File: src/rtl/imem_prefetch_ctrl.sv
`default_nettype none
// +------------------------------------------------------------------------+
// | imem_prefetch_ctrl: dual-port instruction prefetch queue with redirect  |
// | and halt/drain. Optional stats counters via IMEM_PREFETCH_STATS_EN.     |
// | Revision: 1.0                                                          |
// +------------------------------------------------------------------------+
module imem_prefetch_ctrl #(
  parameter int ADDR_W = 14,
  parameter int DATA_W = 64,
  parameter int DEPTH  = 4
) (
  input  logic              clk,
  input  logic              rst,
  output logic [ADDR_W-1:0] imem_addra,
  input  logic [DATA_W-1:0] imem_douta,
  output logic [ADDR_W-1:0] imem_addrb,
  input  logic [DATA_W-1:0] imem_doutb,
  input  logic              redirect_valid,
  input  logic [ADDR_W-1:0] redirect_addr,
  input  logic              halt,
  output logic              out_valid,
  output logic [DATA_W-1:0] out_data,
  output logic [ADDR_W-1:0] out_addr,
  input  logic              out_ready,
  output logic              busy,
  output logic [31:0]       fetch_cnt,
  output logic [31:0]       redir_cnt
);

  localparam int              c_PW    = $clog2(DEPTH);
  localparam logic [c_PW:0]   c_DEPTH = (c_PW+1)'(DEPTH);

  typedef enum logic [1:0] {
    ST_IDLE  = 2'd0,
    ST_RUN   = 2'd1,
    ST_DRAIN = 2'd2
  } state_t;

  state_t            r_state, w_state_nxt;
  logic [ADDR_W-1:0] r_fetch_pc;
  logic [c_PW:0]     r_count;
  logic [c_PW:0]     w_free;
  logic [c_PW-1:0]   r_rd_ptr, r_wr_ptr, w_wr_ptr_b;
  logic [ADDR_W-1:0] r_q_addr [DEPTH];
  logic [DATA_W-1:0] r_q_data [DEPTH];
  logic [1:0]        w_npush;
  logic              w_pop;
  logic [ADDR_W-1:0] w_pc_b;

  assign w_pc_b     = r_fetch_pc + ADDR_W'(1);
  assign w_wr_ptr_b = r_wr_ptr + c_PW'(1);
  assign imem_addra = r_fetch_pc;
  assign imem_addrb = w_pc_b;
  assign out_valid  = (r_count != '0);
  assign out_addr   = out_valid ? r_q_addr[r_rd_ptr] : '0;
  assign out_data   = out_valid ? r_q_data[r_rd_ptr] : '0;
  assign busy       = (r_state == ST_RUN);

  // Free slots deliberately ignore this cycle's pop.
  always_comb begin
    w_free  = c_DEPTH - r_count;
    w_npush = 2'd0;
    if (!redirect_valid && r_state == ST_RUN) begin
      if (w_free >= (c_PW+1)'(2))
        w_npush = 2'd2;
      else if (w_free == (c_PW+1)'(1))
        w_npush = 2'd1;
    end
    w_pop = out_valid & out_ready & ~redirect_valid;
  end

  always_comb begin
    w_state_nxt = r_state;
    case (r_state)
      ST_IDLE:  if (redirect_valid) w_state_nxt = ST_RUN;
      ST_RUN:   if (halt) w_state_nxt = ST_DRAIN;
      ST_DRAIN: if (!halt) w_state_nxt = ST_RUN;
      default:  w_state_nxt = ST_IDLE;
    endcase
  end

  always_ff @(posedge clk or posedge rst) begin
    if (rst) begin
      r_state    <= ST_IDLE;
      r_fetch_pc <= '0;
      r_count    <= '0;
      r_rd_ptr   <= '0;
      r_wr_ptr   <= '0;
    end else begin
      r_state <= w_state_nxt;
      if (redirect_valid) begin
        r_fetch_pc <= redirect_addr;
        r_count    <= '0;
        r_rd_ptr   <= '0;
        r_wr_ptr   <= '0;
      end else begin
        r_fetch_pc <= r_fetch_pc + ADDR_W'(w_npush);
        r_count    <= r_count + (c_PW+1)'(w_npush) - (c_PW+1)'(w_pop);
        r_rd_ptr   <= r_rd_ptr + c_PW'(w_pop);
        r_wr_ptr   <= r_wr_ptr + c_PW'(w_npush);
      end
    end
  end

  // Storage needs no reset: out_* are masked by out_valid.
  always_ff @(posedge clk) begin
    if (w_npush != 2'd0) begin
      r_q_addr[r_wr_ptr] <= r_fetch_pc;
      r_q_data[r_wr_ptr] <= imem_douta;
    end
    if (w_npush == 2'd2) begin
      r_q_addr[w_wr_ptr_b] <= w_pc_b;
      r_q_data[w_wr_ptr_b] <= imem_doutb;
    end
  end

`ifdef IMEM_PREFETCH_STATS_EN
  logic [31:0] r_fetch_cnt, r_redir_cnt;

  always_ff @(posedge clk or posedge rst) begin
    if (rst) begin
      r_fetch_cnt <= '0;
      r_redir_cnt <= '0;
    end else begin
      r_fetch_cnt <= r_fetch_cnt + 32'(w_npush);
      if (redirect_valid)
        r_redir_cnt <= r_redir_cnt + 32'd1;
    end
  end

  assign fetch_cnt = r_fetch_cnt;
  assign redir_cnt = r_redir_cnt;
`else
  assign fetch_cnt = '0;
  assign redir_cnt = '0;
`endif

endmodule
`default_nettype wire

File: config.mk
export PLATFORM = sky130hd
export DESIGN_NAME = imem_prefetch_ctrl
export DESIGN_NICKNAME = d
export VERILOG_FILES = /design/src/rtl/imem_prefetch_ctrl.sv
export SDC_FILE = /design/constraint.sdc
export NUM_CORES = 1
export LEC_CHECK = 0
export ABC_CLOCK_PERIOD_IN_PS = 7300
export CAP_MARGIN = 20
export CORE_MARGIN = 2
export CORE_UTILIZATION = 53
export CTS_CLUSTER_SIZE = 24
export DETAILED_ROUTE_END_ITERATION = 8
export PLACE_DENSITY = 0.8
export REMOVE_ABC_BUFFERS = 1
export SLEW_MARGIN = 30
export SYNTH_ARGS = -nofsm -noshare
export SYNTH_HDL_FRONTEND = slang
export SYNTH_SLANG_ARGS = --single-unit
File: constraint.sdc
create_clock -name clk -period 7.3 [get_ports clk]
set_clock_uncertainty 0.1 [all_clocks]
set_input_delay 1.46 -clock clk [delete_from_list [all_inputs] [get_ports clk]]
set_output_delay 1.46 -clock clk [all_outputs]
set_load 0.05 [all_outputs]
Word level (Yosys, flattened, before mapping)
Memory sizes are Yosys's and may differ from the RTL's.
Cells that the tools add are included.
W data, S select, Z words.
{"block": "classes", "n_addsub": 8, "magnitude_cmp": 1, "eq_ne": 7, "n_mux": 17, "n_bitwise": 3, "n_reduce_logical": 6}
{"op": "$mux W64", "n": 1}
{"op": "$mux W14", "n": 2}
{"op": "$add A14 B1 Y14 const B", "n": 1}
{"op": "$add A14 B2 Y14", "n": 1}
{"op": "$mux W2", "n": 7}
{"op": "$ne A2 B2 Y1 const B", "n": 3}
{"op": "$pmux W2 S3", "n": 1}
{"op": "$mux W1", "n": 5}
{"op": "$eq A2 B2 Y1 const B", "n": 2}
{"op": "$add A3 B2 Y3", "n": 1}
{"op": "$eq A3 B1 Y1 const B", "n": 1}
{"op": "$ge A3 B2 Y1 const B", "n": 1}
{"op": "$mux W3", "n": 1}
{"op": "$reduce_and A3 Y1", "n": 1}
{"op": "$reduce_bool A3 Y1", "n": 1}
{"op": "$sub A3 B1 Y3", "n": 1}
{"op": "$sub A3 B3 Y3 const A", "n": 1}
{"op": "$add A2 B1 Y2", "n": 1}
{"op": "$add A2 B1 Y2 const B", "n": 1}
{"op": "$add A2 B2 Y2", "n": 1}
{"op": "$and A1 B1 Y1", "n": 2}
{"op": "$eq A2 B1 Y1 const B", "n": 1}
{"op": "$logic_not A2 Y1", "n": 1}
{"op": "$reduce_bool A2 Y1", "n": 1}
{"op": "other kinds (3)", "n": 3}
{"block": "word_totals", "register_bits": 23, "mem_bits_rw": 312, "inputBits": 147, "out_inout_bits": 172, "wordCells": 49, "mem_count": 2}
{"memory": "r_q_data", "depth": 4, "word_bits": 64, "rd": 1, "rd_ports_with_merged_regs": 0, "write_ports": 2, "line": "45", "rtl": "logic [DATA_W-1:0] r_q_data [DEPTH];"}
{"memory": "r_q_addr", "depth": 4, "word_bits": 14, "rd": 1, "rd_ports_with_merged_regs": 0, "write_ports": 2, "line": "44", "rtl": "logic [ADDR_W-1:0] r_q_addr [DEPTH];"}

Logic depth before layout (Yosys ltp)
Gate-level depths: netlist of the first run.
{"block": "depth", "ltp_word": 8, "ltp_mapped": 13, "mapped_depth_nobuf": 13}

Worst setup path after synthesis of the first run
No wires, ideal clock.
{"block": "synth_timing", "path_kind": "input port to flip-flop", "from": "input port redirect_valid", "to": "memory r_q_addr[1][0] (enable)", "arrival_ns": 5.575, "required_time_ns": 6.685, "path_slack_ns": 1.110, "path_stages": 6, "cell_sequence": "clkbuf_1 nor3b_1 nand2_1 inv_1 a31oi_1 nor2_1"}
{"element": "start, declared", "line": "18", "rtl": "input logic redirect_valid,"}
{"element": "end, declared", "line": "44"}

Worst setup path in the final report of the first run
{"block": "layout_timing", "from": "register r_fetch_pc[2], in the netlist imem_addra[2]", "to": "output port imem_addrb[9]"}
{"block": "layout_via", "elab_chain_len": 1}
{"element": "start, declared", "line": "40", "rtl": "logic [ADDR_W-1:0] r_fetch_pc;"}
{"element": "start signal, assigned", "line": "92", "rtl": "r_fetch_pc <= redirect_addr;"}
{"element": "start signal, assigned", "line": "97", "rtl": "r_fetch_pc <= r_fetch_pc + ADDR_W'(w_npush);"}
{"element": "$add A14 B1 Y14", "line": "50", "rtl": "assign w_pc_b = r_fetch_pc + ADDR_W'(1);"}
{"element": "end, declared", "line": "16", "rtl": "output logic [ADDR_W-1:0] imem_addrb,"}
No other way between the ends.

==> summary.txt, run 1 <==
Worst Tran Pin Value: 936 ps
Drt first pass iters: 5
Data arrival, critical path: 3600 ps
Yosys warning total: 0
Synth area leaders: edfxtp_1 (53%), mux4_2 (9.9%), nand2_1 (9.5%)
Reg2reg path depth: 8
Drt initial violations: 1262
Sw frac: 36.6%
FF-to-FF End: r_q_addr[1][3]
Critical-path cell list: nand3_1, nor3_1, xor2_1, clkdlybuf4s50_1
Yosys top cell by area: edfxtp_1
Sink Count: 335
Via count: 11743
Hold slack: 446 ps
Fin area: 0.0216 mm2
Final period util: 70.7%
Placed Area: 0.0204 mm2
Hpwl dp: 26200 um
CP Buf/Inv Count: 1
WHS Path Cells: 1
Register area: 0.00995 mm2
Post-synthesis cell area: 0.0177 mm2
Top-area cell type share of the netlist area: 52.8%
Die ar.: 0.0349 mm2
Root Driver: clkbuf_16
Multi-input logic area: 0.00710 mm2
Synth Register Bits: 335
Cells after synthesis: 1426
Vias in the first global route: 12096
CTS buffer count: 36
Initial Utilization: 54.2%
Slew margin rel.: 37.5%
Die W: 187 um
Crit path launch: imem_addra[2]
FILL cells: 2377
CP delay by family, top: simple AND/OR/NAND/NOR gates
Peak fanout along the critical path: 14
LEAKAGE: 0.00772 uW
P&R area growth vs syn: 21.9%
Switching power: 2660 uW
Clk pwr share: 26.1%
DRC Markers: 0
Routed wire per std cell: 21.0 um
Internal power: 4600 uW
Slew Limit Fails: 0
PD cells: 336 mW/mm2
GPL Wtd Cong: 0.812
Critical R2R Launch: r_count[0]
Seq pwr share: 36.5%
I/O pin cnt: 319
Minimum clock period: 5160 ps
Pwr Total: 7260 uW
Antenna Nets Post-Route: 0
Chip Height: 187 um
Port Buffers: 254
Peak Freq: 194 MHz
Comb pwr share: 37.4%
Hold_sp: r_state[0]
CP Class: reg -> out
GRT overflow: 0
Gr usage total: 25.0%
Largest net degree at the start of global routing: 77
Vias/cell: 5.56
Critical Path RT: 5740 ps
Crit path largest cell delay: 840 ps
Initial antenna violation count: 3
Post-CTS setup buffer count: 0
Sequential-to-total area share from yosys stat: 56.1%
CP max-delay cell: clkdlybuf4s50_1
Critical path capture point type: output port
First-pass GRT wire length: 68100 um
Total Routed Length: 44400 um
Post-CTS resize count: 0
Clk buf depth: 3
H-tree levels: 2
Final hold vios: 0
Status: finished clean
CTS tree: built
Post-CTS Hold Buffers: 0
Latest clock arrival within the worst-skew pair: 510 ps
Synth unique cells: 43
Nets: 1802
Worst-path clk slew: 60 ps
Num rows: 66
Core Area: 0.0327 mm2
# setup viols final: 0
MaxCap Viol Count: 0
Peak supply drop: 0.195 mV
Fin Setup TNS: 0 ps
Share of cells above drive strength 1: 17.7%
R2R Setup Slk: 3800 ps
Min-Delay Endpoint: r_state[0]
Syn avg cell area: 12.4 um2
Startpoint types: flip-flop
Hold Crit Class: reg -> reg
RSZ-0062 raised after global routing: no
[worst reg2reg max path, stage by stage (launching register included)]
cell and delay [ps]:
dfrtp_1 380, inv_1 80, ha_1 190, ha_1 290, nor3b_2 530, or4_2 710, buf_4 670, nor2_2 110
xor2_1 160
[stage by stage]
stage / utilization (%) / worst slack [ps] / std cells
2_1_floorplan: - / -896 / 1331
5_1_grt: 66.1 / 1960 / 2110
3_3_place_gp: 62.3 / 2470 / 2045
6_report: 66.1 / 2140 / 2112
4_1_cts: 66.1 / 2110 / 2109
3_5_place_dp: 62.4 / 2420 / 2045
[cell type report]
type / count / area share, %
inverter: 15 / 0.272
antenna: 3 / 0.0347
sequential: 335 / 46.1
tap: 442 / 2.56
timing repair buffer: 272 / 12.6
multi-input combinational: 981 / 32.8
clock inverter: 22 / 1.19
clock buffer: 42 / 4.42
[layout by cell type (no fill, tap or decap), types with 5 or more instances in the layout]
cell type,instances
dfrtp_1,21
clkinv_2,6
o21ai_0,18
clkdlybuf4s50_1,254
inv_1,12
and2_1,78
nand2b_1,5
mux4_2,78
clkbuf_16,37
nor2b_1,5
xnor2_1,62
bufinv_16,6
xor2_1,19
conb_1,64
nand4_1,6
buf_4,13
nor3_1,8
mux2_2,127
edfxtp_1,312
nand2_1,447
clkinv_1,10
ha_1,12
nor2_1,14
nor4_1,5
[synthesized netlist by cell type]
cell type and instances:
xor2_1 19, nor2_1 16, nand2b_1 5, nor3b_2 1
nor2_4 1, buf_6 4, or2_2 1, nor2_2 2
a31oi_1 1, nor2b_1 5, xnor2_1 62, buf_1 5
edfxtp_1 312, nor4_1 7, nand3_1 4, or4_1 1
o22ai_1 1, nor3_4 1, or3_1 1, nand4_1 6
clkbuf_1 43, nor3b_1 2, buf_4 66, buf_2 40
ha_1 12, a21o_1 2, mux2_1 2, mux4_2 78
a21boi_0 1, fa_1 2, nand2_1 447, nor4_4 1
or3b_2 1, inv_1 14, and2_1 78, conb_1 1
o21ai_0 18, dfrtp_1 23, a21oi_1 2, nor3_1 9
mux2_2 127, or3b_1 1, clkinv_1 1
[kinds of logic after synthesis]
group | Yosys count | share of synthesized area [%]
simple gates | 590 | 14.4
fa+ha+maj | 14 | 1.07
mux | 207 | 18.1
xor+xnor | 81 | 4.00
flops | 335 | 56.1
other cells | 1 | 0.0211
compound gates | 25 | 0.762
buf+inv | 173 | 5.51
[power by group through the flow]
stage,clock network [uW],logic [uW],registers [uW]
after floorplan,0,1760,2720
after global placement,0,2690,2670
after detailed placement,0,2720,2690
after CTS,1910,2730,2650
after global routing,1980,2860,2680
final,1890,2720,2650
[how the worst max path moves through the flow]
stage	endpoint	cells past startpoint	slack [ps]
after global placement	r_q_data[2][14]	7	2470
after CTS	imem_addrb[9]	4	2110
final	imem_addrb[9]	4	2140
after floorplan	r_q_addr[1][2]	4	-900
after detailed placement	r_q_data[2][51]	7	2420
after global routing	imem_addrb[9]	4	1960
[sequential cells by signal, indices dropped and copies added, names as in the netlist]
register    count
r_q_addr       56
r_state         2
r_count         3
imem_addra     14
r_rd_ptr        2
r_q_data      256
r_wr_ptr        2
[routing by layer]
metal  part of all wire (%)  global-route usage [%]  vias up
met5                  0.023                       0        -
met1                     40                    33.4     5764
met3                    8.5                    4.88       64
met2                     49                    41.7      613
li1                       -                       -     5300
met4                    2.3                    7.75        2
Power figures use the tool's default switching activity.
==> run 2, diff against run 1 <==
Settings changed: ABC_CLOCK_PERIOD_IN_PS 7300 to 5100.
Clock period 7.3 ns to 5.1 ns, I/O delays scaled along.
==> run 2 against run 1 <==
Effect of this change: die area stayed put; largest power group unchanged; worst hold slack worse by 9.0 ps; sequential share of layout area is 0.17 points lower; cell count hardly changed; first-iteration DRC count is 15% lower; clock-buffer cell count is 8 higher; utilization is 0.24 points higher; critical endpoint unchanged; combinational power is 46% higher; routed wire length is 1.7% lower; sequential power is 42% higher; via count hardly changed.
==> summary.txt, run 2 (synthesis results as in run 1) <==
Status: finished clean (unchanged)
Share of cells above drive strength 1: 17.8% (was 17.7%)
Total Routed Length: 43600 um (was 44400 um)
I/O pin cnt: 319 (unchanged)
Data arrival, critical path: 3240 ps (was 3600 ps)
Routed wire per std cell: 20.6 um (was 21.0 um)
Core Util, Final: 66.3% (was 66.1%)
Post-CTS resize count: 0 (unchanged)
Reg with most FFs: r_q_data (unchanged)
Worst Tran Pin Value: 991 ps (was 936 ps)
Post-CTS setup buffer count: 0 (unchanged)
Die W: 187 um (unchanged)
Most common cell after layout, fill and taps aside: nand2_1 (unchanged)
Hpwl dp: 25400 um (was 26200 um)
Gr usage total: 24.9% (was 25.0%)
Largest net degree at the start of global routing: 80 (was 77)
Core Area: 0.0327 mm2 (unchanged)
Num rows: 66 (unchanged)
Initial antenna violation count: 3 (unchanged)
CTS tree: built (unchanged)
Via count: 11732 (was 11743)
CP Class: reg -> out (unchanged)
DRC Markers: 0 (unchanged)
Latest clock arrival within the worst-skew pair: 510 ps (about the same)
# setup viols final: 0 (unchanged)
Multi-input logic area: 0.00709 mm2 (was 0.00710 mm2)
Post-CTS Hold Buffers: 0 (unchanged)
CP Buf/Inv Count: 1 (unchanged)
Die ar.: 0.0349 mm2 (unchanged)
Critical Path RT: 3980 ps (was 5740 ps)
Startpoint types: flip-flop (unchanged)
LEAKAGE: 0.00775 uW (was 0.00772 uW)
Hold Crit Class: reg -> reg (unchanged)
GRT overflow: 0 (unchanged)
Slew Limit Fails: 0 (unchanged)
Antenna Nets Post-Route: 0 (unchanged)
Critical-path cell list: nand3_1, nor3_1, xor2_1, clkdlybuf4s50_1 (unchanged)
GPL Wtd Cong: 0.837 (was 0.812)
Crit path largest cell delay: 850 ps (was 840 ps)
Peak Freq: 229 MHz
CTS buffer count: 37 (was 36)
Initial Utilization: 54.2% (unchanged)
Clk buf depth: 3 (unchanged)
CP max-delay cell: clkdlybuf4s50_1 (unchanged)
P&R area growth vs syn: 22.3% (was 21.9%)
Peak supply drop: 0.327 mV (was 0.195 mV)
Drt first pass iters: 5 (unchanged)
First-pass GRT wire length: 68000 um (was 68100 um)
Critical path capture point type: output port (unchanged)
Vias/cell: 5.55 (was 5.56)
Sink Count: 335 (unchanged)
Worst-path clk slew: 50 ps (was 60 ps)
Largest register FFs: 256 (unchanged)
MaxCap Viol Count: 0 (unchanged)
RSZ-0062 raised after global routing: no (unchanged)
Peak fanout along the critical path: 10 (was 14)
PD cells: 477 mW/mm2 (was 336 mW/mm2)
Port Buffers: 254 (unchanged)
Nets: 1807 (was 1802)
Final period util: 85.5%
Minimum clock period: 4360 ps
CP delay by family, top: simple AND/OR/NAND/NOR gates (unchanged)
Chip Height: 187 um (unchanged)
Root Driver: clkbuf_16 (unchanged)
H-tree levels: 2 (unchanged)
Register area: 0.00995 mm2 (unchanged)
Vias in the first global route: 12102 (was 12096)
Most frequent cells in the layout: nand2_1 (447), edfxtp_1 (312), clkdlybuf4s50_1 (254) (unchanged)
Final hold vios: 0 (unchanged)
Drt initial violations: 1074 (was 1262)
FILL cells: 2352 (was 2377)
Fin Setup TNS: 0 ps (unchanged)
Slew margin rel.: 33.9% (was 37.5%)
run 2: cell types whose count changed in the layout (fill, tap and decap cells not counted), moves of 4 or more:
cell      previous run  this run
buf_12               4        11
clkbuf_1             4         8
clkbuf_8             1         5
clkinv_1            10         5
run 2: layout make-up:
class | count | area share, %
clock inverter | 13 | 0.750
multi-input combinational | 981 | 32.7
inverter | 15 | 0.260
tap | 442 | 2.55
timing repair buffer | 276 | 13.1
clock buffer | 50 | 4.72
sequential | 335 | 45.9
antenna | 2 | 0.0231
run 2: where the power goes:
| part | switching (uW) | internal, uW | total, uW |
|---|---|---|---|
| sequential | 157 | 3590 | 3750 |
| combinational | 2580 | 1380 | 3960 |
| clock | 1040 | 1600 | 2640 |
| total | 3770 | 6580 | 10300 |
run 2: metal layers:
layer  vias up  global-route usage, %  wire length (um)
met5         -                      0                11
met4         2                   6.68               758
met3        55                   4.48              3850
met2       559                   41.9             21500
met1      5794                   33.6             17500
li1       5322                      -                 -
run 2: worst paths after layout:
| path | startpoint | endpoint | slack [ps] | cells after the start |
|---|---|---|---|---|
| worst max-delay path | imem_addra[2] | imem_addrb[9] | 740 | 4 |
| worst min-delay path | r_state[0] | r_state[0] | 440 | 1 |
| worst max register to register | r_count[0] | imem_addra[10] | 1830 | 11 |
| worst min register to register | r_state[0] | r_state[0] | 440 | 1 |
| max in group asynchronous | rst | r_rd_ptr[0] | 3740 | 2 |
| min in group asynchronous | rst | imem_addra[11] | 760 | 2 |
run 2: metrics by stage:
step	hold WS [ps]	cell area [um2]	cells	setup WS (ps)	power (uW)
3_3_place_gp	423	20500	2049	1260	7720
4_1_cts	434	21700	2112	761	10400
2_1_floorplan	383	17000	1331	-2660	6410
3_5_place_dp	426	20500	2049	1230	7770
6_report	437	21700	2114	740	10300
5_1_grt	505	21700	2113	568	10700
==> run 3, diff against run 2 <==
Settings changed: SLEW_MARGIN 30 to 40.
==> run 3 against run 2 <==
Effect of this change: sequential share of layout area decreased by 0.056 points; first-iteration DRC count increased by 2.3%; cell count increased by 0.19%; clock-buffer cell count increased by 4; power increased by 0.20%; largest cell class unchanged; via count increased by 0.32%; global-route usage increased by 0.096 points; non-clock buffer count unchanged; maximum frequency increased by 0.24%; clock power about the same; largest power group unchanged.
==> summary.txt, run 3 (synthesis results as in run 1) <==
Share of cells above drive strength 1: 17.8% (about the same)
Hold Crit Class: reg -> reg (unchanged)
Latest clock arrival within the worst-skew pair: 520 ps (was 510 ps)
Sink Count: 335 (unchanged)
Post-CTS Hold Buffers: 0 (unchanged)
Drt initial violations: 1099 (was 1074)
First-pass GRT wire length: 68100 um (was 68000 um)
Critical Path RT: 3980 ps (about the same)
Post-CTS resize count: 0 (unchanged)
Root Driver: clkbuf_16 (unchanged)
Initial Utilization: 54.2% (unchanged)
Slew Limit Fails: 0 (unchanged)
I/O pin cnt: 319 (unchanged)
Drt first pass iters: 5 (unchanged)
Minimum clock period: 4350 ps (was 4360 ps)
Clk buf depth: 3 (unchanged)
Via count: 11769 (was 11732)
Port Buffers: 254 (unchanged)
P&R area growth vs syn: 22.5% (was 22.3%)
Pre-CTS WS: 1210 ps (was 1230 ps)
Layout Cells excl Fill: 2118 (was 2114)
Hold slack: 442 ps (was 437 ps)
GRT overflow: 0 (unchanged)
# setup viols final: 0 (unchanged)
CTS tree: built (unchanged)
Core Area: 0.0327 mm2 (unchanged)
Startpoint types: flip-flop (unchanged)
Met3 GRT Util: 3.94% (was 4.48%)
Worst-path clk slew: 50 ps (about the same)
Peak supply drop: 0.339 mV (was 0.327 mV)
Num rows: 66 (unchanged)
H-tree levels: 2 (unchanged)
CP Class: reg -> out (unchanged)
Post-CTS setup buffer count: 0 (unchanged)
Largest register FFs: 256 (unchanged)
MaxCap Viol Count: 0 (unchanged)
Final hold vios: 0 (unchanged)
Die W: 187 um (unchanged)
Peak Freq: 230 MHz (was 229 MHz)
Antenna Nets Post-Route: 0 (unchanged)
Setup ws final: 750 ps (was 740 ps)
Routed wire per std cell: 20.6 um (about the same)
Vias/cell: 5.56 (was 5.55)
Gr usage total: 25.0% (was 24.9%)
Most common cell after layout, fill and taps aside: nand2_1 (unchanged)
Worst Tran Pin Value: 753 ps (was 991 ps)
GRT busiest layer: met2 (unchanged)
Nets: 1807 (unchanged)
Placed Cells: 2049 (unchanged)
Critical path capture point type: output port (unchanged)
Final period util: 85.3% (was 85.5%)
Initial antenna violation count: 4 (was 3)
CTS buffer count: 37 (unchanged)
Largest net degree at the start of global routing: 80 (unchanged)
LEAKAGE: 0.00777 uW (was 0.00775 uW)
M2 GR Usage: 41.5% (was 41.9%)
DRC Markers: 0 (unchanged)
Die ar.: 0.0349 mm2 (unchanged)
Most frequent cells in the layout: nand2_1 (447), edfxtp_1 (312), clkdlybuf4s50_1 (254) (unchanged)
GPL Wtd Cong: 0.837 (unchanged)
Met1 Usage GRT: 34.0% (was 33.6%)
Hpwl dp: 25500 um (was 25400 um)
Total Routed Length: 43500 um (was 43600 um)
Vias in the first global route: 12209 (was 12102)
Reg with most FFs: r_q_data (unchanged)
Core Util, Final: 66.4% (was 66.3%)
Status: finished clean (unchanged)
RSZ-0062 raised after global routing: no (unchanged)
Data arrival, critical path: 3230 ps (was 3240 ps)
Chip Height: 187 um (unchanged)
PD cells: 478 mW/mm2 (was 477 mW/mm2)
Slew margin rel.: 49.6% (was 33.9%)
Peak fanout along the critical path: 10 (unchanged)
==> run 3: cell type report <==
class / instances / area [um2]
fillers: 2357 / 11000
flip-flops and latches: 335 / 9950
multi-input cells: 981 / 7090
repair buffers: 276 / 2850
clock buffers: 54 / 1070
well taps: 442 / 553
clock inverters: 13 / 138
inverters: 15 / 56.3
diodes: 2 / 5.00
==> run 3: through the flow <==
step | area [um2] | total power [uW] | TNS, ps
3_3_place_gp | 20500 | 7720 | 0
2_1_floorplan | 17000 | 6410 | -540730
6_report | 21700 | 10400 | 0
3_5_place_dp | 20500 | 7770 | 0
4_1_cts | 21700 | 10400 | 0
5_1_grt | 21700 | 10800 | 0
==> run 3: where the power goes <==
part / leakage, uW / internal, uW / switching, uW
logic: 0.00405 / 1390 / 2580
clock network: 0.000593 / 1610 / 1050
registers: 0.00313 / 3590 / 157
==> run 3: worst paths after layout <==
kind / slack, ps / startpoint / end / cells past startpoint
max: 750 / imem_addra[2] / imem_addrb[9] / 4
min: 440 / r_state[0] / r_state[0] / 1
max reg2reg: 1830 / r_count[0] / imem_addra[10] / 11
min reg2reg: 440 / r_state[0] / r_state[0] / 1
max in group asynchronous: 3760 / rst / r_rd_ptr[0] / 2
min in group asynchronous: 740 / rst / imem_addra[9] / 2
==> run 3: worst max-delay path, stage by stage, from the launching register on <==
cell             delay, ps
dfrtp_1                510
nand3_1                430
nor3_1                 670
xor2_1                 260
clkdlybuf4s50_1        840
==> run 3: metal layers <==
layer	up-vias	routed length [um]
met5	-	27
met1	5821	17700
met2	552	21200
li1	5326	-
met3	66	3570
met4	4	986
